--- src/rtl/pipelined_add_sub.sv ---
// Pipelined two's-complement adder/subtractor with carry-in and valid/ready handshake.
// Each stage ripples one CHUNK-bit segment. Unprocessed operands and partial sums skew forward.
module pipelined_add_sub #(
  parameter int unsigned WIDTH = 8,
  parameter int unsigned CHUNK = 4
) (
  input  logic             clk_i,
  input  logic             rst_ni,
  input  logic             valid_i,
  output logic             ready_o,
  input  logic [WIDTH-1:0] a_i,
  input  logic [WIDTH-1:0] b_i,
  input  logic             c_i,
  input  logic             sub_i,
  output logic             valid_o,
  input  logic             ready_i,
  output logic [WIDTH-1:0] s_o,
  output logic             c_o,
  output logic             v_o,
  output logic             z_o
);

  localparam int unsigned STAGES = (CHUNK == 0) ? 1 : WIDTH / CHUNK;
  localparam int unsigned LAST   = STAGES - 1;

  if (WIDTH < 1 || CHUNK < 1 || (WIDTH % CHUNK) != 0) begin : g_bad_params
    $error("pipelined_add_sub: WIDTH must be >= 1 and a multiple of CHUNK");
  end

  logic             vld_q [STAGES];
  logic [WIDTH-1:0] a_q   [STAGES];
  logic [WIDTH-1:0] be_q  [STAGES];
  logic [WIDTH-1:0] s_q   [STAGES];
  logic             cy_q  [STAGES];
  logic             v_q;
  logic             z_q;
  logic             advance;

  // The whole pipe moves as one; bubbles are shifted, never squeezed out.
  assign advance = !vld_q[LAST] || ready_i;
  assign ready_o = advance;

  for (genvar k = 0; k < STAGES; k++) begin : g_stage
    logic [WIDTH-1:0] a_in;
    logic [WIDTH-1:0] be_in;
    logic [WIDTH-1:0] s_in;
    logic [WIDTH-1:0] s_nxt;
    logic             c_in;
    logic             vld_in;
    logic [CHUNK:0]   sum;

    if (k == 0) begin : g_head
      // Subtract as a + ~b + ~borrow so one adder serves both operations.
      assign a_in   = a_i;
      assign be_in  = sub_i ? ~b_i : b_i;
      assign c_in   = sub_i ^ c_i;
      assign s_in   = '0;
      assign vld_in = valid_i;
    end else begin : g_body
      assign a_in   = a_q[k-1];
      assign be_in  = be_q[k-1];
      assign c_in   = cy_q[k-1];
      assign s_in   = s_q[k-1];
      assign vld_in = vld_q[k-1];
    end

    always_comb begin
      sum   = {1'b0, a_in[k*CHUNK +: CHUNK]} + {1'b0, be_in[k*CHUNK +: CHUNK]}
              + {{CHUNK{1'b0}}, c_in};
      s_nxt = s_in;
      s_nxt[k*CHUNK +: CHUNK] = sum[CHUNK-1:0];
    end

    always_ff @(posedge clk_i or negedge rst_ni) begin
      if (!rst_ni) begin
        vld_q[k] <= 1'b0;
        a_q[k]   <= '0;
        be_q[k]  <= '0;
        s_q[k]   <= '0;
        cy_q[k]  <= 1'b0;
      end else if (advance) begin
        vld_q[k] <= vld_in;
        if (vld_in) begin
          a_q[k]  <= a_in;
          be_q[k] <= be_in;
          s_q[k]  <= s_nxt;
          cy_q[k] <= sum[CHUNK];
        end
      end
    end

    if (k == LAST) begin : g_flags
      logic v_nxt;
      // Equal operand signs with a differing result sign is the MSB carry-in/out mismatch.
      assign v_nxt = (a_in[WIDTH-1] ~^ be_in[WIDTH-1]) & (s_nxt[WIDTH-1] ^ a_in[WIDTH-1]);

      always_ff @(posedge clk_i or negedge rst_ni) begin
        if (!rst_ni) begin
          v_q <= 1'b0;
          z_q <= 1'b0;
        end else if (advance && vld_in) begin
          v_q <= v_nxt;
          z_q <= (s_nxt == '0);
        end
      end
    end
  end

  assign valid_o = vld_q[LAST];
  assign s_o     = s_q[LAST];
  assign c_o     = cy_q[LAST];
  assign v_o     = v_q;
  assign z_o     = z_q;

endmodule

--- config.mk ---
export PLATFORM = sky130hd
export DESIGN_NAME = pipelined_add_sub
export DESIGN_NICKNAME = d
export VERILOG_FILES = /design/src/rtl/pipelined_add_sub.sv
export SDC_FILE = /design/constraint.sdc
export NUM_CORES = 1
export LEC_CHECK = 0
export CAP_MARGIN = 20
export CORE_ASPECT_RATIO = 0.75
export CORE_UTILIZATION = 47
export DETAILED_ROUTE_END_ITERATION = 8
export PLACE_DENSITY = 0.78
export SLEW_MARGIN = 30
export SYNTH_ARGS = -nofsm -noshare
export SYNTH_HDL_FRONTEND = slang
export SYNTH_SLANG_ARGS = --single-unit
--- constraint.sdc ---
create_clock -name clk_i -period 2.49 [get_ports clk_i]
set_input_delay 0.3735 -clock clk_i [delete_from_list [all_inputs] [get_ports clk_i]]
set_output_delay 0.3735 -clock clk_i [all_outputs]
set_load 0.005 [all_outputs]
== After elaboration in Yosys (flattened, before gate mapping) ==
Cells that the tools add are included.
Cells by class
  $add $sub $neg: 4
  muxes and demuxes: 1
  bitwise operators: 5
  reduce and logical (&&, ||, !) cells: 6
Operators by type and width (number)
  adder 4 x 4 -> 5 bit: 2
  adder 5 x 1 -> 5 bit: 2
  zero test 8 bit: 1
  two-way mux 8 bit: 1
  NOT 8 bit: 1
  AND reduction 2 bit: 2
  bitwise XOR 1 bit: 2
  AND 1 bit: 1
  logical AND 1 bit: 1
  zero test 1 bit: 1
  logical OR 1 bit: 1
  XNOR 1 bit: 1
Word-level totals
  flip-flop bits (word level): 34
  logic and storage cells: 26

== Depth between registers and ports, before layout ==
Gate-level depths: netlist of run 1.
  word-level depth: 4
  mapped depth: 7
  mapped depth without buffers: 6

== Worst setup path before layout of run 1 ==
No wires, ideal clock.
  path type: input port to flip-flop
  start: input port sub_i
  end: register cy_q, in the netlist g_stage[1].c_in
  setup time: 0.127 ns
  arrival time: 1.908 ns
  path slack: 0.455 ns
  stages: 7
  path buffers: 1
  cell sequence: buf_2 -> xor2_1 -> fa_1 -> fa_1 -> a21o_1 -> a21oi_1 -> o21ai_0
On the way
  word-level cells in the longest chain between the ends: 3
  elaborated cells on any way between the ends: 4
RTL lines
  from (decl): RTL line 14  | input logic sub_i,
  two-way mux 8 bit: RTL line 55  | assign be_in = sub_i ? ~b_i : b_i;
  adder 4 x 4 -> 5 bit: RTL line 68  | sum = {1'b0, a_in[k*CHUNK +: CHUNK]} + {1'b0, be_in[k*CHUNK +: CHUNK]}
  adder 5 x 1 -> 5 bit (*): RTL line 69  | + {{CHUNK{1'b0}}, c_in};
  to (signal, indexed assignment): RTL line 87  | cy_q[k] <= sum[CHUNK];
  to (decl): RTL line 34  | logic cy_q [STAGES];
Every way passes the cells marked *; elsewhere a longest branch is shown, timed or not.
A chain may end at the register's enable or synchronous reset.

== Final worst setup path of run 1 ==
Same ends and word-level chain as after synthesis.

==> impl_metrics.prom, run 1 <==
# TYPE chip_impl_metric gauge
chip_impl_metric{name="timing_max_transition_violations_final",unit=""} 0
chip_impl_metric{name="drt-wirelength-per-cell",unit="um"} 12.3
chip_impl_metric{name="route.detailed.drc",unit=""} 0
chip_impl_metric{name="initial_utilization",unit=""} 0.500
chip_impl_metric{name="avgSynthCellArea",unit="um2"} 12.3
chip_impl_metric{name="max_clock_buf_depth",unit=""} 2
chip_impl_metric{name="holdBufCountCts",unit=""} 0
chip_impl_metric{name="fin_area",unit="um2"} 1770
chip_impl_metric{name="power.static_leakage",unit="nW"} 0.781
chip_impl_info{name="critPathKind",value="input pin to register"} 1
chip_impl_metric{name="netlist_area",unit="um2"} 1310
chip_impl_metric{name="share_clk_of_total_power",unit=""} 0.225
chip_impl_metric{name="numCtsBuffers",unit=""} 3
chip_impl_metric{name="p_sw_frac",unit=""} 0.273
chip_impl_metric{name="netSwitchingPower",unit="mW"} 0.420
chip_impl_info{name="worstHoldPathType",value="input pin to async pin"} 1
chip_impl_info{name="clock_tree.root_cell",value="sky130_fd_sc_hd__clkbuf_8"} 1
chip_impl_metric{name="grt_first_pass_wirelength",unit="um"} 3480
chip_impl_metric{name="floorplan.die.height",unit="um"} 47.7
chip_impl_metric{name="synth_cell_types",unit=""} 20
chip_impl_metric{name="place_worst_setup_slack",unit="ns"} 0.0390
chip_impl_metric{name="worst_slew_pin_slew",unit="ns"} 0.328
chip_impl_info{name="setup.worst_path.start_class",value="input pin"} 1
chip_impl_metric{name="dpl-instance-area",unit="um2"} 1700
chip_impl_metric{name="initial_antenna_violation_count",unit=""} 0
chip_impl_metric{name="post_cts_resized",unit=""} 0
chip_impl_metric{name="vdd_drop_max",unit="mV"} 0.725
chip_impl_metric{name="area.growth.synth_to_final",unit="%"} 35.2
chip_impl_metric{name="yosysWarningCount",unit=""} 0
chip_impl_metric{name="max_freq",unit="MHz"} 460
chip_impl_metric{name="gp_congestion",unit=""} 0.678
chip_impl_metric{name="clkSlewWorstSetupHoldPaths",unit="ns"} 0.09
chip_impl_metric{name="dieArea",unit="um2"} 3010
chip_impl_metric{name="grt_max_degree",unit=""} 27
chip_impl_metric{name="design.core.area",unit="um2"} 2620
chip_impl_metric{name="initial_drt_pass_iterations",unit=""} 4
chip_impl_metric{name="min_period",unit="ns"} 2.17
chip_impl_metric{name="cts_max_level",unit=""} 1
chip_impl_metric{name="timing.max_slew.rel_slack",unit=""} 0.782
chip_impl_metric{name="pin_count",unit=""} 35
chip_impl_info{name="worstSetupEndpointType",value="register"} 1
chip_impl_metric{name="setup_ws",unit="ns"} 0.316
chip_impl_metric{name="synth_largest_type_area_fraction",unit=""} 0.496
chip_impl_metric{name="finalSetupTns",unit="ns"} 0
chip_impl_metric{name="avgViaCountPerCell",unit=""} 4.91
chip_impl_info{name="synth_area_leaders",value="sky130_fd_sc_hd__dfrtp_1, sky130_fd_sc_hd__mux2_2, sky130_fd_sc_hd__fa_1"} 1
chip_impl_metric{name="portBuffers",unit=""} 34
chip_impl_metric{name="seq_area_frac_synth",unit=""} 0.496
chip_impl_metric{name="timing.critical_path.fanout_max",unit=""} 3
chip_impl_metric{name="total_wire_length",unit="um"} 2230
chip_impl_info{name="master_of_the_slowest_instance_on_the_critical_path",value="sky130_fd_sc_hd__clkdlybuf4s50_1"} 1
chip_impl_metric{name="crit_share_post_route",unit=""} 0.873
chip_impl_metric{name="post_synth_inst_count",unit=""} 107
chip_impl_metric{name="synth.net_count",unit=""} 139
chip_impl_metric{name="design.final.nets",unit=""} 178
chip_impl_metric{name="core.rowCount",unit=""} 16
chip_impl_metric{name="worst-path-buf-inv",unit=""} 1
chip_impl_metric{name="dieWidth",unit="um"} 63.0
chip_impl_metric{name="post_route_antenna_net_violation_count",unit=""} 0
chip_impl_metric{name="cts.repair_timing.setup_buffer_count",unit=""} 0
chip_impl_metric{name="dp.final_hpwl",unit="um"} 1770
chip_impl_metric{name="p_comb_frac",unit=""} 0.361
chip_impl_info{name="tritoncts",value="yes"} 1
chip_impl_metric{name="gr-usage-all-layers",unit=""} 0.158
chip_impl_metric{name="total_power",unit="mW"} 1.54
chip_impl_metric{name="worst-endpoint-arrival",unit="ns"} 2.33
chip_impl_metric{name="vias_in_the_first_global_route",unit=""} 764
chip_impl_metric{name="drv_cap",unit=""} 0
chip_impl_info{name="critical-path-top-delay-family",value="adder cells"} 1
chip_impl_info{name="worst_path_most_repeated_cell",value="sky130_fd_sc_hd__fa_1"} 1
chip_impl_metric{name="cell_internal_pwr",unit="mW"} 1.12
chip_impl_metric{name="vias",unit=""} 888
chip_impl_info{name="outcome",value="complete, no violations"} 1
chip_impl_metric{name="power.sequential.fraction",unit=""} 0.414
chip_impl_metric{name="gr-total-overflow",unit=""} 0
chip_impl_metric{name="largest_incremental_delay_on_the_critical_path",unit="ns"} 0.50
chip_impl_info{name="synth_top_area_cell",value="sky130_fd_sc_hd__dfrtp_1"} 1
chip_impl_metric{name="1st_iter_drt_viols",unit=""} 18
chip_impl_metric{name="finalSetupViolations",unit=""} 0
chip_impl_metric{name="power_density_over_cell_area",unit="nW/um2"} 867
chip_impl_info{name="worstPathCellList",value="clkdlybuf4s50_1 -> xor2_1 -> fa_1 -> fa_1 -> a21o_1 -> a21oi_1 -> o21ai_0"} 1
chip_impl_metric{name="drive_gt1_frac",unit=""} 0.166
chip_impl_metric{name="clock_sink_count",unit=""} 26
chip_impl_metric{name="finalHoldViolations",unit=""} 0
chip_impl_metric{name="insertedDiodeCount",unit=""} 0
chip_impl_metric{name="critical_path_required",unit="ns"} 2.65
chip_impl_metric{name="ys_seq_elements",unit=""} 26
chip_impl_metric{name="worst_clock_skew",unit="ns"} 0.00328
chip_impl_metric{name="clock_latency",unit="ns"} 0.27
chip_impl_info{name="rsz0062_at_grt",value="false"} 1
chip_impl_metric{name="finish.utilization",unit=""} 0.676
-- flip-flops by register name, indices dropped and copies added (netlist names) --
signal / count
g_stage.vld_in: 1
v_o: 1
s_o: 8
g_stage.a_in: 4
g_stage.be_in: 4
g_stage.c_in: 1
c_o: 1
g_stage.s_in: 4
z_o: 1
valid_o: 1
-- path summary, 6_finish.rpt --
| check | depth (start not counted) | endpoint | from | slack [ns] |
|---|---|---|---|---|
| worst max-delay path | 7 | g_stage[1].c_in | sub_i | 0.32 |
| worst min-delay path | 2 | v_o | rst_ni | 0.46 |
| worst max register to register | 6 | z_o | g_stage[1].a_in[4] | 0.32 |
| worst min register to register | 2 | v_o | v_o | 0.49 |
| max in group asynchronous | 2 | g_stage[1].c_in | rst_ni | 1.78 |
| min in group clk_i | 2 | v_o | v_o | 0.49 |
-- layout make-up --
| type | count | area, um2 |
|---|---|---|
| clock inverter | 1 | 30.0 |
| inverter | 1 | 3.75 |
| timing repair buffer | 39 | 378 |
| multi-input combinational | 75 | 624 |
| tap | 36 | 45.0 |
| clock buffer | 3 | 41.3 |
| sequential | 26 | 651 |
| fill | 198 | 850 |
-- power groups by stage --
stage | combinational, mW | clock [mW] | sequential, mW
2_1_floorplan | 0.287 | 0 | 0.641
6_report | 0.556 | 0.346 | 0.636
3_3_place_gp | 0.546 | 0 | 0.639
3_5_place_dp | 0.561 | 0 | 0.648
5_1_grt | 0.614 | 0.365 | 0.655
4_1_cts | 0.562 | 0.355 | 0.639
-- per-stage QoR --
step	std cells	hold WS [ns]
floorplan	107	0.0779
global placement	177	0.462
detailed placement	177	0.474
CTS	181	0.468
global route	181	0.484
finish	181	0.457
-- cell usage in the layout (no fill, tap or decap), drive strengths merged --
cell	count
ha	6
bufinv	1
buf	5
xor2	8
nand2	14
o31ai	1
a22o	1
or4	1
fa	4
a21o	4
nor4	1
mux2	12
clkbuf	3
nand3	1
nand2b	1
xnor2	6
inv	1
clkdlybuf4s50	34
o21ai	11
a21oi	4
dfrtp	26
-- cell usage after synthesis (all sizes together) --
cell type,count
fa,4
mux2,12
xnor2,6
a21o,4
a21oi,4
o21ai,11
xor2,8
nand2b,1
nand2,14
buf,5
ha,6
nor4,1
nand3,1
a22o,1
dfrtp,26
or4,1
inv,1
o31ai,1
-- layer usage --
layer | wire length [um] | GRT usage | vias up
li1 | - | - | 440
met2 | 1060 | 0.260 | 24
met4 | 17 | 0.0698 | 0
met3 | 95 | 0.0357 | 2
met1 | 1060 | 0.208 | 422
met5 | 0 | 0 | -
-- cell families (layout without fill, tap and decap cells) --
family,count (synthesis),in the layout,share of synthesized area
xor+xnor,14,14,0.0935
simple gates,18,18,0.0687
compound gates,21,21,0.0926
fa+ha+maj,10,10,0.118
buf+inv,6,44,0.0277
mux,12,12,0.103
flops,26,26,0.496
Note: power is estimated with default switching activity, not from simulation.
==> inputs of run 2 (changes only) <==
Settings changed: RECOVER_POWER from default to 25.
==> impl_metrics.prom, run 2 (synthesis gave the netlist of run 1 again) <==
# TYPE chip_impl_metric gauge
chip_impl_info{name="master_of_the_slowest_instance_on_the_critical_path",value="sky130_fd_sc_hd__clkdlybuf4s50_1"} 1
chip_impl_info{name="tritoncts",value="yes"} 1
chip_impl_metric{name="gp_congestion",unit=""} 0.678
chip_impl_info{name="worstSetupEndpointType",value="register"} 1
chip_impl_metric{name="clock_sink_count",unit=""} 26
chip_impl_metric{name="design.core.area",unit="um2"} 2620
chip_impl_metric{name="vias_in_the_first_global_route",unit=""} 764
chip_impl_metric{name="area.growth.synth_to_final",unit="%"} 34.9
chip_impl_metric{name="worst-endpoint-arrival",unit="ns"} 2.33
chip_impl_metric{name="initial_antenna_violation_count",unit=""} 0
chip_impl_metric{name="placed_cells_incl_taps",unit=""} 177
chip_impl_info{name="regToRegEndpoint",value="z_o"} 1
chip_impl_metric{name="vias",unit=""} 888
chip_impl_metric{name="initial_utilization",unit=""} 0.500
chip_impl_metric{name="drv_cap",unit=""} 0
chip_impl_metric{name="grt_first_pass_wirelength",unit="um"} 3480
chip_impl_metric{name="fillerInstances",unit=""} 198
chip_impl_metric{name="cts.repair_timing.setup_buffer_count",unit=""} 0
chip_impl_info{name="rsz0062_at_grt",value="false"} 1
chip_impl_metric{name="drt-wirelength-per-cell",unit="um"} 12.3
chip_impl_metric{name="finalHoldViolations",unit=""} 0
chip_impl_metric{name="max_clock_buf_depth",unit=""} 2
chip_impl_metric{name="finish.utilization",unit=""} 0.675
chip_impl_metric{name="cts_max_level",unit=""} 1
chip_impl_metric{name="drive_gt1_frac",unit=""} 0.159
chip_impl_metric{name="fin_area",unit="um2"} 1770
chip_impl_metric{name="design.final.nets",unit=""} 178
chip_impl_info{name="critPathKind",value="input pin to register"} 1
chip_impl_metric{name="gr-usage-all-layers",unit=""} 0.158
chip_impl_metric{name="dieWidth",unit="um"} 63.0
chip_impl_metric{name="reg2reg_depth",unit=""} 6
chip_impl_metric{name="share_clk_of_total_power",unit=""} 0.225
chip_impl_metric{name="power_density_over_cell_area",unit="nW/um2"} 869
chip_impl_metric{name="min_period",unit="ns"} 2.17
chip_impl_metric{name="p_comb_frac",unit=""} 0.361
chip_impl_metric{name="avgViaCountPerCell",unit=""} 4.91
chip_impl_metric{name="clkSlewWorstSetupHoldPaths",unit="ns"} 0.09
chip_impl_metric{name="post_cts_resized",unit=""} 0
chip_impl_info{name="hold-path-endpoint",value="v_o"} 1
chip_impl_metric{name="timing.hold.worst_path_depth",unit=""} 2
chip_impl_metric{name="crit_share_post_route",unit=""} 0.873
chip_impl_metric{name="insertedDiodeCount",unit=""} 0
chip_impl_info{name="layout.cells.most_common_list",value="sky130_fd_sc_hd__clkdlybuf4s50_1, sky130_fd_sc_hd__dfrtp_1, sky130_fd_sc_hd__nand2_1"} 1
chip_impl_metric{name="power.sequential.fraction",unit=""} 0.414
chip_impl_metric{name="setup_ws",unit="ns"} 0.316
chip_impl_metric{name="area.sequential",unit="um2"} 651
chip_impl_metric{name="numCtsBuffers",unit=""} 3
chip_impl_metric{name="worst_clock_skew",unit="ns"} 0.00336
chip_impl_metric{name="dp.final_hpwl",unit="um"} 1770
chip_impl_metric{name="hold_ws",unit="ns"} 0.487
chip_impl_metric{name="timing.critical_path.fanout_max",unit=""} 3
chip_impl_metric{name="vdd_drop_max",unit="mV"} 0.725
chip_impl_metric{name="holdBufCountCts",unit=""} 0
chip_impl_info{name="mostFrequentLayoutCell",value="sky130_fd_sc_hd__clkdlybuf4s50_1"} 1
chip_impl_metric{name="dieArea",unit="um2"} 3010
chip_impl_metric{name="multiInputGateArea",unit="um2"} 624
chip_impl_metric{name="critical_path_required",unit="ns"} 2.65
chip_impl_metric{name="timing_max_transition_violations_final",unit=""} 0
chip_impl_info{name="critical-path-top-delay-family",value="adder cells"} 1
chip_impl_metric{name="post_route_antenna_net_violation_count",unit=""} 0
chip_impl_info{name="outcome",value="complete, no violations"} 1
chip_impl_metric{name="timing.max_slew.rel_slack",unit=""} 0.0855
chip_impl_metric{name="total_wire_length",unit="um"} 2230
chip_impl_info{name="clock_tree.root_cell",value="sky130_fd_sc_hd__clkbuf_8"} 1
chip_impl_metric{name="portBuffers",unit=""} 34
chip_impl_metric{name="floorplan.die.height",unit="um"} 47.7
chip_impl_metric{name="clock_latency",unit="ns"} 0.27
chip_impl_metric{name="dpl-instance-area",unit="um2"} 1700
chip_impl_metric{name="gr-total-overflow",unit=""} 0
chip_impl_metric{name="pin_count",unit=""} 35
chip_impl_metric{name="route.detailed.drc",unit=""} 0
chip_impl_metric{name="finalSetupViolations",unit=""} 0
chip_impl_info{name="hp-start",value="v_o"} 1
chip_impl_info{name="setup.worst_path.start_class",value="input pin"} 1
chip_impl_metric{name="finalSetupTns",unit="ns"} 0
chip_impl_metric{name="initial_drt_pass_iterations",unit=""} 4
chip_impl_metric{name="p_sw_frac",unit=""} 0.273
chip_impl_metric{name="largest_incremental_delay_on_the_critical_path",unit="ns"} 0.50
chip_impl_metric{name="worst_slew_pin_slew",unit="ns"} 1.37
chip_impl_info{name="r2r-start",value="g_stage[1].a_in[4]"} 1
chip_impl_info{name="worstPathCellList",value="clkdlybuf4s50_1 -> xor2_1 -> fa_1 -> fa_1 -> a21o_1 -> a21oi_1 -> o21ai_0"} 1
chip_impl_metric{name="grt_max_degree",unit=""} 27
chip_impl_metric{name="finalNonFillerCells",unit=""} 181
chip_impl_metric{name="cell_internal_pwr",unit="mW"} 1.12
chip_impl_metric{name="core.rowCount",unit=""} 16
chip_impl_metric{name="total_power",unit="mW"} 1.54
chip_impl_metric{name="place_worst_setup_slack",unit="ns"} 0.0390
chip_impl_metric{name="worst-path-buf-inv",unit=""} 1
chip_impl_metric{name="r2r_slack",unit="ns"} 0.32
chip_impl_metric{name="max_freq",unit="MHz"} 460
chip_impl_metric{name="1st_iter_drt_viols",unit=""} 18
chip_impl_info{name="worstHoldPathType",value="register to register"} 1
chip_impl_info{name="worst_path_most_repeated_cell",value="sky130_fd_sc_hd__fa_1"} 1
chip_impl_metric{name="netSwitchingPower",unit="mW"} 0.420
chip_impl_metric{name="largest_register_ff_count",unit=""} 8
chip_impl_metric{name="power.static_leakage",unit="nW"} 0.778
run 2: cell count changes in the layout (fill, tap and decap cells not counted), sizes merged:
cell / change
clkdlybuf4s50: -1
dlygate4sd3: +1
clkbuf: +1
buf: -1
run 2: how the worst max path moves through the flow:
stage / start / to / slack [ns] / cells past startpoint
after detailed placement: sub_i / g_stage[1].c_in / 0.04 / 7
after CTS: g_stage[1].a_in[4] / z_o / 0.33 / 6
after global routing: g_stage[1].a_in[4] / z_o / 0.22 / 6
after global placement: sub_i / g_stage[1].c_in / 0.11 / 7
final: sub_i / g_stage[1].c_in / 0.32 / 7
after floorplan: sub_i / g_stage[1].c_in / 0.45 / 7
run 2: layout make-up:
| cell class | instances | area share |
|---|---|---|
| Multi-Input combinational cell | 75 | 0.353 |
| Clock buffer | 3 | 0.0233 |
| Inverter | 1 | 0.00212 |
| Clock inverter | 1 | 0.0170 |
| Timing Repair Buffer | 39 | 0.211 |
| Tap cell | 36 | 0.0255 |
| Sequential cell | 26 | 0.368 |
run 2: routing by layer:
layer / global-route usage / vias up / routed length [um]
li1: - / 440 / -
met1: 0.208 / 422 / 1060
met2: 0.260 / 24 / 1060
met3: 0.0357 / 2 / 95
met4: 0.0698 / 0 / 17
met5: 0 / - / 0
run 2: worst reg2reg max path, delay by kind of cell, from the launching register on:
family	cells	cell delay [ns]
flip-flops	1	0.42
XOR/XNOR	1	0.25
AND/OR/NAND/NOR	2	0.40
adder cells (fa/ha/maj)	2	0.90
AO/OA/AOI/OAI	1	0.16
run 2: power by group through the flow:
stage / Clock (mW) / Sequential (mW) / Combinational (mW)
after floorplan: 0 / 0.641 / 0.287
after global placement: 0 / 0.639 / 0.546
after detailed placement: 0 / 0.648 / 0.561
after CTS: 0.355 / 0.639 / 0.562
after global routing: 0.365 / 0.655 / 0.613
final: 0.346 / 0.636 / 0.555
